<file path="src/rtl/inst_path_pkg.sv">
// rtl/inst_path_pkg.sv - shared types and helpers for the instance-path decoder
package inst_path_pkg;

    typedef enum logic [1:0] {
        IDLE,
        DIV,
        EMIT
    } state_t;

    localparam int MAX_LEVELS = 8;
    localparam logic [11:0] DEFAULT_RADICES = {3'd4, 3'd4, 3'd3, 3'd2};

    // A radix of 0 would make the level meaningless, so it degenerates to 1.
    function automatic logic [2:0] radix_of(input logic [3*MAX_LEVELS-1:0] radices,
                                            input logic [2:0] lvl);
        logic [2:0] r;
        r = radices[int'(lvl)*3 +: 3];
        return (r == 3'd0) ? 3'd1 : r;
    endfunction

endpackage

</file>
<file path="src/rtl/serial_small_div.sv">
// rtl/serial_small_div.sv - restoring bit-serial divide of a W-bit value by a 3-bit divisor
module serial_small_div #(
    parameter int W = 32
) (
    input  logic         clk,
    input  logic         rst_n,
    input  logic         start,
    input  logic [W-1:0] dividend,
    input  logic [2:0]   divisor,
    output logic         done,
    output logic [W-1:0] quotient,
    output logic [2:0]   remainder
);
    localparam int CW = (W > 1) ? $clog2(W) : 1;

    logic [W-1:0]  dvd;
    logic [2:0]    rem;
    logic [2:0]    dsr;
    logic [CW-1:0] cnt;
    logic          running;
    logic [3:0]    trial;
    logic [3:0]    diff;
    logic          ge;

    // The partial remainder stays below the divisor, so after subtraction it fits 3 bits.
    assign trial = {rem, dvd[W-1]};
    assign ge    = (trial >= {1'b0, dsr});
    assign diff  = trial - {1'b0, dsr};

    always_ff @(posedge clk or negedge rst_n) begin
        if (!rst_n) begin
            dvd     <= '0;
            rem     <= '0;
            dsr     <= 3'd1;
            cnt     <= '0;
            running <= 1'b0;
            done    <= 1'b0;
        end else if (start) begin
            dvd     <= dividend;
            rem     <= '0;
            dsr     <= divisor;
            cnt     <= CW'(W - 1);
            running <= 1'b1;
            done    <= 1'b0;
        end else if (running) begin
            dvd <= {dvd[W-2:0], ge};
            rem <= ge ? diff[2:0] : trial[2:0];
            if (cnt == '0) begin
                running <= 1'b0;
                done    <= 1'b1;
            end else begin
                cnt <= cnt - 1'b1;
            end
        end else begin
            done <= 1'b0;
        end
    end

    assign quotient  = dvd;
    assign remainder = rem;

endmodule

</file>
<file path="src/rtl/inst_path_decoder.sv">
// rtl/inst_path_decoder.sv - serially recovers per-level digits and root from an instance-path code
module inst_path_decoder
    import inst_path_pkg::*;
#(
    parameter int              W       = 32,
    parameter int              L       = 4,
    parameter logic [3*L-1:0]  RADICES = DEFAULT_RADICES
) (
    input  logic         clk,
    input  logic         rst_n,
    input  logic         in_valid,
    output logic         in_ready,
    input  logic [W-1:0] in_code,
    output logic         dig_valid,
    input  logic         dig_ready,
    output logic [2:0]   dig_level,
    output logic [2:0]   dig_value,
    output logic         dig_last,
    output logic [W-1:0] root_value,
    output logic         busy
);
    localparam logic [3*MAX_LEVELS-1:0] RADIX_TABLE = (3*MAX_LEVELS)'(RADICES);
    localparam logic [2:0]              LAST_LVL    = 3'(L - 1);

    state_t       state;
    logic [2:0]   lvl;
    logic         div_start;
    logic [W-1:0] div_dividend;
    logic [2:0]   div_lvl;
    logic [2:0]   div_divisor;
    logic         div_done;
    logic [W-1:0] div_quotient;
    logic [2:0]   div_remainder;
    logic         accept;
    logic         advance;

    assign accept  = (state == IDLE) && in_valid;
    assign advance = (state == EMIT) && dig_valid && dig_ready && !dig_last;

    // The divider is launched on the same edge that accepts a code or retires a digit,
    // which keeps each level at exactly W+1 cycles.
    assign div_start    = accept || advance;
    assign div_dividend = (state == IDLE) ? in_code : div_quotient;
    assign div_lvl      = (state == IDLE) ? 3'd0 : 3'(lvl + 3'd1);
    assign div_divisor  = radix_of(RADIX_TABLE, div_lvl);

    serial_small_div #(.W(W)) u_div (
        .clk       (clk),
        .rst_n     (rst_n),
        .start     (div_start),
        .dividend  (div_dividend),
        .divisor   (div_divisor),
        .done      (div_done),
        .quotient  (div_quotient),
        .remainder (div_remainder)
    );

    always_ff @(posedge clk or negedge rst_n) begin
        if (!rst_n) begin
            state      <= IDLE;
            lvl        <= '0;
            in_ready   <= 1'b1;
            dig_valid  <= 1'b0;
            dig_level  <= '0;
            dig_value  <= '0;
            dig_last   <= 1'b0;
            root_value <= '0;
            busy       <= 1'b0;
        end else begin
            case (state)
                IDLE: begin
                    if (in_valid) begin
                        state    <= DIV;
                        lvl      <= '0;
                        busy     <= 1'b1;
                        in_ready <= 1'b0;
                    end
                end
                DIV: begin
                    if (div_done) begin
                        state      <= EMIT;
                        dig_valid  <= 1'b1;
                        dig_value  <= div_remainder;
                        dig_level  <= lvl;
                        dig_last   <= (lvl == LAST_LVL);
                        root_value <= (lvl == LAST_LVL) ? div_quotient : '0;
                    end
                end
                EMIT: begin
                    if (dig_ready) begin
                        dig_valid <= 1'b0;
                        if (dig_last) begin
                            state    <= IDLE;
                            busy     <= 1'b0;
                            in_ready <= 1'b1;
                            dig_last <= 1'b0;
                        end else begin
                            state <= DIV;
                            lvl   <= 3'(lvl + 3'd1);
                        end
                    end
                end
                default: state <= IDLE;
            endcase
        end
    end

endmodule
</file>
<file path="config.mk">
export PLATFORM = sky130hd
export DESIGN_NAME = inst_path_decoder
export DESIGN_NICKNAME = d
export VERILOG_FILES = /design/src/rtl/inst_path_pkg.sv /design/src/rtl/serial_small_div.sv /design/src/rtl/inst_path_decoder.sv
export SDC_FILE = /design/constraint.sdc
export NUM_CORES = 1
export LEC_CHECK = 0
export CAP_MARGIN = 10
export CORE_ASPECT_RATIO = 2
export CORE_MARGIN = 8
export CORE_UTILIZATION = 40
export CTS_CLUSTER_DIAMETER = 200
export DETAILED_ROUTE_END_ITERATION = 10
export DONT_BUFFER_PORTS = 1
export PLACE_DENSITY = 0.59
export SLEW_MARGIN = 20
export SYNTH_ARGS = -nofsm -noshare
export SYNTH_HDL_FRONTEND = slang
export SYNTH_HIERARCHICAL = 1
export SYNTH_SLANG_ARGS = --single-unit
</file>
<file path="constraint.sdc">
create_clock -name clk -period 2.55 [get_ports clk]
set_clock_uncertainty 0.15 [all_clocks]
set_input_delay 0.3825 -clock clk [delete_from_list [all_inputs] [get_ports clk]]
set_output_delay 0.3825 -clock clk [all_outputs]
set_load 0.01 [all_outputs]
</file>
==> results.ini <==
[critical_path]
required_ps = 2610
cp_top_family = simple AND/OR/NAND/NOR gates
endpoint_kind = flop
critical_path_class = reg2reg
cp.buffers_inverters = 1
cp_cell_sequence = nand3b_1, buf_4, nand2_1, o21ai_0
crit_path_top_delay_cell = nand3b_1
crit_fanout = 30
critical_path_arrival_ps = 2180
max_stage_delay_ps = 680
startpoint_type = flop

[sta]
whs_ps = -416.8
finalMaxSlewViolations = 0
worst_slew_pin_slew_ps = 751.7
setup_tns_ps = 0
rsz0062_at_grt = no
min_period_ps = 2120
finalSetupViolCount = 0
max_freq_ghz = 0.4717
period_share = 0.8314
final_hold_viol_count = 92
slew-limit-headroom = 0.4974

[synthesis]
ys_seq_area_frac = 0.5118
synth-edff-count = 0
syn_inst = 455
syn-cell-area_um2 = 4503
synth_ff_type = dfrtp_1
postSynthNetCount = 498
synth_area_per_cell_um2 = 9.897
yosysUniqueCellTypes = 42
async_flop_share = 1.000
synth_seq_cells = 92
yosysWarnings = 6

[placement]
place.gp.congestion = 0.7465
numPortBuffers = 0
dp_hpwl_um = 6562

[die]
start_util = 0.4039
io_pins = 78
die_h_um = 166.1
dieArea_um2 = 15110
core_um2 = 11150
num_rows = 55
fp.dieW_um = 91.03

[layout]
nets = 490
area_growth_pct = 10.89
drive_gt1_frac = 0.1549
fill_cells = 1093

[grt]
antenna_found_initial = 0
grt_usage = 0.1308
grt_overflow = 0
grt_pass1_wl_um = 16100
grt_pass1_vias = 2944
grt_start_max_net_pins = 93

[run]
drv_cap = 0

[cts]
cts_root_buf = clkbuf_16
clockBufferDepth = 2
cts_buffers = 9
cts_resized = 0
post_cts_buffers = 0
worstSkewPairLatency_ps = 340
path_clk_slew_ps = 70
cts_tree = yes
hold_buffers = 1
cts_max_level = 3
cts.sinks = 92

[run_status]
status = complete, but fails checks
violations = negative hold slack

[drt]
wl_per_cell_um = 16.05
totalWireLength_um = 9550
drt_first_pass_iters = 4
num_vias = 3088
drt_iter0_drc = 131
ant_nets = 0
drc_errors = 0
via_per_inst = 5.190

[power_and_ir_drop]
ir_worst_vdd_mv = 0.5202
powerDensity_nw_per_um2 = 1150
p_total_mw = 5.745
leakage_nw = 2.256

[hold_path]
hp-class = in2async

-- cells in the final DEF, fill, tap and decap left out, drive strengths merged, types with 2 or more instances in the layout --
cell type  netlist  layout
a31oi            2       2
o31ai            2       2
dfstp            2       2
nor3             3       3
and3             3       3
ha               6       6
dfrtp           90      90
nand2b           4       4
inv             11      13
bufinv           0       2
a221o            2       2
mux2            38      38
nor2            16      16
or3b             2       2
clkbuf          11       9
nand4            3       3
o21ai           73      73
o22ai            2       2
buf             19      10
nand3b           2       2
a21oi            6       6
a311oi           2       2
nand3            2       2
nand2          109     109
mux2i           31      31
clkinvlp         0       2
-- path summary, 6_finish.rpt --
kind                               from       endpoint  slack (ps)  cells after the start
setup / recovery               state[1]  root_value[4]         430                      4
hold / removal                    rst_n         lvl[0]        -420                      0
max in group asynchronous         rst_n   u_div/dsr[0]        2470                      0
setup reg to reg               state[1]  root_value[4]         430                      4
hold reg to reg            u_div/dsr[2]   u_div/dsr[2]         390                      2
min in group clk              dig_ready      dig_valid          90                      3
-- layer usage --
layer | global-route usage | routed length (um) | vias to the layer above
met1 | 0.1606 | 4289 | 1460
met3 | 0.04980 | 665 | 14
li1 | - | - | 1548
met2 | 0.2029 | 4461 | 66
met5 | 0 | 0 | -
met4 | 0.04738 | 133 | 0
-- Yosys cell counts, types with 3 or more instances --
cell / number / area, um^2
nand2_1: 109 / 409.1
nor3_1: 3 / 15.01
and3_1: 3 / 18.77
buf_2: 13 / 65.06
inv_1: 11 / 41.29
dfrtp_1: 90 / 2252
buf_4: 3 / 22.52
o21ai_1: 5 / 25.02
mux2_2: 38 / 427.9
ha_1: 6 / 75.07
o21ai_0: 68 / 340.3
clkbuf_1: 11 / 41.29
a21oi_1: 6 / 30.03
nand2b_1: 4 / 25.02
nand4_1: 3 / 18.77
nor2_1: 15 / 56.30
buf_1: 3 / 11.26
mux2i_1: 31 / 310.3
-- area by class of cell --
type                       count  area (um^2)  area share
timing repair buffer          11        110.1     0.02205
sequential                    92         2306      0.4618
inverter                      11        41.29    0.008269
clock buffer                   9        225.2     0.04510
antenna                        1        2.502   0.0005011
multi-input combinational    322         2033      0.4072
tap                          142        177.7     0.03558
clock inverter                 7        97.59     0.01954
-- worst reg2reg max path, stage by stage (launching register included) --
cell	delay (ps)
dfrtp_1	530
nand3b_1	680
buf_4	460
nand2_1	100
o21ai_0	70
-- state kept, by name, summed over array words and instances, names as in the netlist, 3 cells and up --
signal,flops
dig_level,3
dig_value,3
lvl,3
root_value,32
u_div/cnt,5
u_div/dsr,3
u_div/quotient,32
u_div/remainder,3
-- metrics by stage --
step,std cells,worst slack [ps],util,instance area [um^2]
after global placement,577,417.9,0.4178,4658
after floorplan,455,707.5,-,4503
after global routing,594,201.1,0.4477,4991
final,595,430.0,0.4479,4994
after CTS,594,384.4,0.4477,4991
after detailed placement,577,388.7,0.4178,4658
-- kinds of logic (layout without fill, tap and decap cells) --
family | after synthesis | in the layout | synth area share
AOI/OAI and AO/OA | 95 | 95 | 0.1161
buffers and inverters | 41 | 38 | 0.04029
adders and majority gates | 7 | 7 | 0.02112
muxes | 69 | 69 | 0.1639
and+or+nand+nor | 151 | 151 | 0.1467
DFF | 92 | 92 | 0.5118
other | 0 | 1 | 0
-- report_power, final --
part	internal (mW)	switching (mW)	total (mW)	leakage (nW)
combinational	0.987	0.943	1.93	0.933
clock	0.864	0.575	1.44	0.152
sequential	1.89	0.486	2.38	1.17
(Power assumes the default switching activity.)
